<file path="src/rtl/icache_fill_ctrl_pkg.sv">
// Shared icache fill-controller definitions: FSM state encoding and the
// line-offset width derived from the block size.

`ifndef ADDR_WIDTH
`define ADDR_WIDTH 32
`endif
`ifndef ICACHE_DATA_BLOCK_SIZE
`define ICACHE_DATA_BLOCK_SIZE 64
`endif
`ifndef ICACHE_NUM_SETS
`define ICACHE_NUM_SETS 64
`endif

package icache_fill_ctrl_pkg;

    // Fill FSM states, 3-bit encoding
    typedef enum logic [2:0] {
        ST_IDLE   = 3'd0,
        ST_REQ    = 3'd1,
        ST_WAIT   = 3'd2,
        ST_FILL   = 3'd3,
        ST_REPLAY = 3'd4
    } fill_state_e;

    // Byte-offset bits within a line for the default block size
    localparam int ICACHE_OFFSET_BITS = $clog2(`ICACHE_DATA_BLOCK_SIZE / 8);

    // Byte-offset bits within a line for an arbitrary block size
    function automatic int icache_offset_bits(input int block_bits);
        return $clog2(block_bits / 8);
    endfunction

endpackage

</file>
<file path="src/rtl/icache_fill_ctrl.sv">
// Instruction-cache miss/fill controller. On a fetch miss it issues one
// line-aligned DRAM read, writes the single-beat response into the icache,
// replays the read, then releases the fetch stage.
// Optional: define ICACHE_FILL_PERF_CNT_EN to add the miss_count output.

`ifndef ADDR_WIDTH
`define ADDR_WIDTH 32
`endif
`ifndef ICACHE_DATA_BLOCK_SIZE
`define ICACHE_DATA_BLOCK_SIZE 64
`endif
`ifndef ICACHE_NUM_SETS
`define ICACHE_NUM_SETS 64
`endif

module icache_fill_ctrl
    import icache_fill_ctrl_pkg::*;
#(
    parameter int ADDR_WIDTH      = `ADDR_WIDTH,
    parameter int BLOCK_SIZE_BITS = `ICACHE_DATA_BLOCK_SIZE,
    parameter int NUM_SETS        = `ICACHE_NUM_SETS
) (
    input  logic                       clk,
    input  logic                       rst_aH,
    input  logic                       fetch_valid,
    input  logic [ADDR_WIDTH-1:0]      fetch_pc,
    input  logic                       cache_hit,
    output logic [ADDR_WIDTH-1:0]      cache_addr,
    output logic                       cache_we_aL,
    output logic [BLOCK_SIZE_BITS-1:0] cache_wdata,
    output logic                       fetch_stall,
    output logic                       dram_req_valid,
    input  logic                       dram_req_ready,
    output logic [ADDR_WIDTH-1:0]      dram_req_addr,
    input  logic                       dram_resp_valid,
    input  logic [BLOCK_SIZE_BITS-1:0] dram_resp_data
`ifdef ICACHE_FILL_PERF_CNT_EN
    ,
    output logic [31:0]                miss_count
`endif
);

    localparam int OFF_BITS = icache_offset_bits(BLOCK_SIZE_BITS);
    localparam logic [ADDR_WIDTH-1:0] OFF_MASK  = ADDR_WIDTH'((64'd1 << OFF_BITS) - 64'd1);
    localparam logic [ADDR_WIDTH-1:0] LINE_MASK = ~OFF_MASK;

    // Reject configurations that cannot form a byte-addressed line
    if (NUM_SETS < 1 || BLOCK_SIZE_BITS < 8) begin : g_bad_cfg
        $error("icache_fill_ctrl: NUM_SETS >= 1 and BLOCK_SIZE_BITS >= 8 required");
    end

    fill_state_e                 state_q;
    logic [ADDR_WIDTH-1:0]       miss_addr_q;
    logic [BLOCK_SIZE_BITS-1:0]  fill_q;
    logic                        req_valid_q;
    logic                        we_n_q;
    logic                        idle_miss;

    assign idle_miss = (state_q == ST_IDLE) && fetch_valid && !cache_hit;

    // Fill FSM; request-valid and write-enable are registered alongside the state
    always_ff @(posedge clk) begin
        if (rst_aH) begin
            state_q     <= ST_IDLE;
            miss_addr_q <= '0;
            fill_q      <= '0;
            req_valid_q <= 1'b0;
            we_n_q      <= 1'b1;
        end else begin
            case (state_q)
                ST_IDLE: begin
                    if (fetch_valid && !cache_hit) begin
                        miss_addr_q <= fetch_pc & LINE_MASK;
                        req_valid_q <= 1'b1;
                        state_q     <= ST_REQ;
                    end
                end
                ST_REQ: begin
                    if (dram_req_ready) begin
                        req_valid_q <= 1'b0;
                        state_q     <= ST_WAIT;
                    end
                end
                ST_WAIT: begin
                    if (dram_resp_valid) begin
                        fill_q  <= dram_resp_data;
                        we_n_q  <= 1'b0;
                        state_q <= ST_FILL;
                    end
                end
                ST_FILL: begin
                    we_n_q  <= 1'b1;
                    state_q <= ST_REPLAY;
                end
                ST_REPLAY: begin
                    state_q <= ST_IDLE;
                end
                default: begin
                    req_valid_q <= 1'b0;
                    we_n_q      <= 1'b1;
                    state_q     <= ST_IDLE;
                end
            endcase
        end
    end

    // Icache sees the fetch PC only while idle; otherwise the latched miss line
    always_comb begin
        cache_addr  = (state_q == ST_IDLE) ? fetch_pc : miss_addr_q;
        fetch_stall = idle_miss || (state_q != ST_IDLE);
    end

    assign cache_we_aL    = we_n_q;
    assign cache_wdata    = fill_q;
    assign dram_req_valid = req_valid_q;
    assign dram_req_addr  = miss_addr_q;

`ifdef ICACHE_FILL_PERF_CNT_EN
    logic [31:0] miss_cnt_q;
    logic [31:0] miss_cnt_d;

    // Count IDLE->REQ transitions; wraps naturally at 2^32
    always_comb begin
        miss_cnt_d = miss_cnt_q + 32'(idle_miss);
    end

    // Miss counter register
    always_ff @(posedge clk) begin
        if (rst_aH) miss_cnt_q <= '0;
        else        miss_cnt_q <= miss_cnt_d;
    end

    assign miss_count = miss_cnt_q;
`endif

endmodule

</file>
<file path="config.mk">
export PLATFORM = sky130hd
export DESIGN_NAME = icache_fill_ctrl
export DESIGN_NICKNAME = d
export VERILOG_FILES = /design/src/rtl/icache_fill_ctrl_pkg.sv /design/src/rtl/icache_fill_ctrl.sv
export SDC_FILE = /design/constraint.sdc
export NUM_CORES = 1
export LEC_CHECK = 0
export CORE_ASPECT_RATIO = 1.5
export CORE_MARGIN = 2
export CORE_UTILIZATION = 38
export CTS_BUF_LIST = sky130_fd_sc_hd__clkbuf_16
export DETAILED_ROUTE_END_ITERATION = 7
export PLACE_DENSITY = 0.8
export REMOVE_ABC_BUFFERS = 1
export SLEW_MARGIN = 25
export SYNTH_ARGS = -nofsm -noshare
export SYNTH_HDL_FRONTEND = slang
export SYNTH_SLANG_ARGS = --single-unit
</file>
<file path="constraint.sdc">
create_clock -name clk -period 1.8 [get_ports clk]
set_clock_uncertainty 0.05 [all_clocks]
set_input_delay 0.27 -clock clk [delete_from_list [all_inputs] [get_ports clk]]
set_output_delay 0.27 -clock clk [all_outputs]
set_load 0.01 [all_outputs]
</file>
# == After elaboration in Yosys (flattened, before gate mapping) ==
# Cells that the tools add are included.
# classes
bitwise_logic,2
muxes,10
n_eq_ne,7
reduce_logical,14
# op_table
op,n
two-way mux 32 bit,1
one-hot mux 3 bit (4 select lines),1
two-way mux 3 bit,3
"== test 3 x 2 -> 1 bit, second input constant",2
AND reduction 2 bit,3
AND reduction 3 bit,2
OR reduction 3 bit,2
"!= test 2 bit, second input constant",2
"== test 3 x 1 -> 1 bit, second input constant",1
"== test 3 bit, second input constant",1
logical AND 1 bit,3
logical NOT 3 bit,1
two-way mux 1 bit,3
one-hot mux 1 bit (3 select lines),1
nonzero test 3 bit,1
"!= test 2 x 1 -> 1 bit, second input constant",1
inverter 1 bit,2
one-hot mux 1 bit (2 select lines),1
logical NOT 1 bit,1
logical OR 1 bit,1
# word_totals
register_bits,98
output_inout_bits,131
in_bits,102
wordCells,38

# == Depth between registers and ports, before layout ==
# Gate-level depths: netlist of the first run.
# logic_depth
ltp_word,4
mapped_depth,7

# == Worst setup path after synthesis of the first run ==
# No wires, ideal clock.
# synth_timing
path_type,register to output
startpoint,register state_q[2]
endpoint,output cache_addr[21]
arrival_ns,1.284
stages_incl_launch_ff,8
slack_ns,0.196
path_cell_list,dfxtp_1 > buf_6 > or3_1 > buf_6 > buf_6 > buf_6 > nand2_1 > nand2_1
# synth_between
elab_chain_cells,2
# synth_lines
element,line_no,text
"start, declared",icache_fill_ctrl.sv:52,fill_state_e state_q;
"start signal, assigned",icache_fill_ctrl.sv:64,state_q <= ST_IDLE;
"start signal, assigned",icache_fill_ctrl.sv:75,state_q <= ST_REQ;
"start signal, assigned",icache_fill_ctrl.sv:81,state_q <= ST_WAIT;
logical NOT 3 bit,icache_fill_ctrl.sv:109,cache_addr = (state_q == ST_IDLE) ? fetch_pc : miss_addr_q;
two-way mux 32 bit,icache_fill_ctrl.sv:109,
"end, declared",icache_fill_ctrl.sv:28,"output logic [ADDR_WIDTH-1:0] cache_addr,"
# Every way passes these cells.

# == Worst setup path after layout of the first run ==
# layout_timing
startpoint,register state_q[2]
endpoint,output cache_addr[9]
# The elaborated chain is that of the path after synthesis.

==> results of run 1 <==
## synthesized netlist by cell type, types with 2 or more instances
cell type,instances,share of area
a21oi_1,94,0.12
and2_1,3,0.0047
buf_2,10,0.012
buf_4,11,0.021
buf_6,7,0.020
clkbuf_1,21,0.020
dfxtp_1,98,0.49
nand2_1,217,0.20
nand2b_1,2,0.0031
nand3_1,29,0.036
o21ai_0,23,0.029
o21ai_1,9,0.011
## layout make-up
type | count | area [um^2]
clock inverter | 7 | 47.5
multi-input combinational | 395 | 1900
timing repair buffer | 265 | 2580
inverter | 1 | 3.75
clock buffer | 9 | 225
fill | 874 | 3570
sequential | 98 | 1970
tap | 144 | 180
## through the flow
stage                     area (um^2)  total power [mW]
after detailed placement         6510              3.36
after global routing             6910              5.39
after floorplan                  3740              2.66
after global placement           6510              3.34
final                            6910              5.15
after CTS                        6920              5.16
## path summary, 6_finish.rpt
| check | start | endpoint | slack, ns | cells past startpoint |
|---|---|---|---|---|
| setup reg to reg | state_q[2] | dram_req_addr[11] | 0.21 | 5 |
| hold / removal | rst_aH | dram_req_addr[5] | 0.33 | 2 |
| hold reg to reg | cache_wdata[36] | cache_wdata[36] | 0.40 | 2 |
| setup / recovery | state_q[2] | cache_addr[9] | -0.16 | 5 |
## cells by family after synthesis
logic type | count (synthesis) | share of synthesized area
compound gates | 128 | 0.163
buf+inv | 51 | 0.0740
flops | 98 | 0.487
other cells | 1 | 0.000932
fa+ha+maj | 1 | 0.00249
mux | 2 | 0.00528
simple gates | 261 | 0.267
## timing repair
item	4_1_cts	5_1_grt
resized for setup	80	92
gates cloned	3	3
pin swaps	1	32
endpoints found under the setup margin	33	33
buffers inserted	4	1
## state kept, by name (all words and copies together), names as in the netlist
register	flops
dram_req_addr	29
dram_req_valid	1
state_q	3
cache_we_aL	1
cache_wdata	64
## metal layers
metal | vias to the layer above | wire (um) | share of wire
met1 | 2076 | 4770 | 0.36
met4 | 0 | 357 | 0.027
li1 | 2222 | - | -
met3 | 25 | 1310 | 0.097
met2 | 214 | 6970 | 0.52
met5 | - | 0 | 0
## critical path, stage by stage, from the launching register on
cell	delay, ns
dfxtp_4	0.36
or3_4	0.48
buf_16	0.20
nand2_1	0.07
nand2_1	0.06
clkbuf_2	0.13
## power by group through the flow
| stage | Sequential, mW | Combinational, mW | Clock, mW |
|---|---|---|---|
| after floorplan | 2.35 | 0.304 | 0 |
| after global placement | 2.32 | 1.02 | 0 |
| after detailed placement | 2.33 | 1.04 | 0 |
| after CTS | 2.28 | 1.10 | 1.79 |
| after global routing | 2.29 | 1.22 | 1.89 |
| final | 2.28 | 1.13 | 1.73 |
==> impl_metrics.csv, run 1 <==
group,metric,value,unit
place,place_congestion,0.759,
yosys,synthArstFlopShare,0,
drt,via_per_inst,4.94,
sta,timing.hold.ws,0.334,ns
yosys,ys_types,30,
pwr,power_frac_comb,0.220,
critical_path,cp.arrival,1.64,ns
sta,hold_viol_final,0,
place,numPortBuffers,229,
pwr,power.density,745,nW/um^2
worst_hold_path,hp-class,"input pin to flop",
status,violations,"setup timing",
cells_and_area,final_common_cell,"clkdlybuf4s50_1",
pwr,switching_share,0.266,
sta,fmax,0.511,GHz
clock_tree,clkLatencyLatePin,0.33,ns
place,dpl.hpwl,9020,um
grt,grt.busiest_layer,"met2",
yosys,synth_ff_type,"dfxtp_1",
critical_path,crit_type,"flop to output port",
clock_tree,root_buffer,"clkbuf_16",
sta,maxSlewViolCount,0,
critical_path,cp_max_fo,27,
sta,final.period_utilization,1.09,
pwr,ir_drop,0.693,mV
drt,postRouteAntennaNets,0,
grt,antenna_found_initial,0,
clock_tree,holdBufCountCts,0,
cells_and_area,diodes,0,
sta,setup_ws,-0.159,ns
cells_and_area,utilization,0.660,
drt,drc,0,
pwr,internal-power,3.78,mW
cells_and_area,synthToLayoutAreaGrowth,71.7,%
critical_path,start_kind,"flop",
clock_tree,numCtsBuffers,9,
drt,wl,13400,um
floorplan,die_area,11400,um^2
cells_and_area,final_cell_mix,"clkdlybuf4s50_1, nand2_1, dfxtp_1, a21oi_1, nand3_1",
floorplan,boundaryPins,233,
drt,route.vias.total,4537,
clock_tree,cts.sinks,98,
pwr,pwr-share-seq,0.443,
drt,wire_per_inst,14.6,um
critical_path,worstSetupEndpointType,"output port",
yosys,ys_ff_latch,98,
grt,grt_pass1_vias,4220,
floorplan,die_y,130,um
sta,fin_setup_tns,-3.47,ns
grt,grt_max_degree,63,
pwr,p_clk_frac,0.337,
yosys,synth_area,4030,um^2
place,dp_slack,-0.127,ns
floorplan,initial_core_util,0.384,
grt,use_met2,0.393,
sta,finalSetupViolCount,29,
yosys,synth_edf_count,0,
drt,drt-initial-drc-count,154,
yosys,yosysWarnings,0,
grt,met1_usage,0.228,
sta,grt_setup_unrepaired,"true",
cells_and_area,drive_gt1_frac,0.154,
clock_tree,cts_tree,"built",
drt,dr.pass1.iters,4,
floorplan,die_w,88.0,um
place,dpl.cell_count,893,
cells_and_area,fin_nets,872,
yosys,synthCells,542,
floorplan,core,10500,um^2
clock_tree,cts_buffer_depth,2,
clock_tree,htree_levels,3,
grt,grt_pass1_wl,19700,um
floorplan,num_rows,46,
yosys,yosysSeqAreaShare,0.487,
status,outcome,"complete, but fails checks",
run,max_cap_violations,0,
clock_tree,clk_pin_slew,0.07,ns
pwr,p_sw,1.37,mW
grt,grtUsageTotal,0.214,
critical_path,crit_required,1.48,ns
yosys,avgSynthCellArea,7.43,um^2
pwr,p_leak,2.66,nW
grt,use_met3,0.0658,
grt,grt_overflow,0,
cells_and_area,final_cells,919,
sta,period_needed,1.96,ns
(Power assumes the default switching activity.)
==> inputs of run 2 (changes only) <==
--- a/config.mk
+++ b/config.mk
@@ -12,7 +12,7 @@
 export DETAILED_ROUTE_END_ITERATION = 7
 export PLACE_DENSITY = 0.8
 export REMOVE_ABC_BUFFERS = 1
-export SLEW_MARGIN = 25
+export SLEW_MARGIN = 20
 export SYNTH_ARGS = -nofsm -noshare
 export SYNTH_HDL_FRONTEND = slang
 export SYNTH_SLANG_ARGS = --single-unit
==> results of run 2 <==
The final DEF is identical to that of run 1; final timing and power are the same.
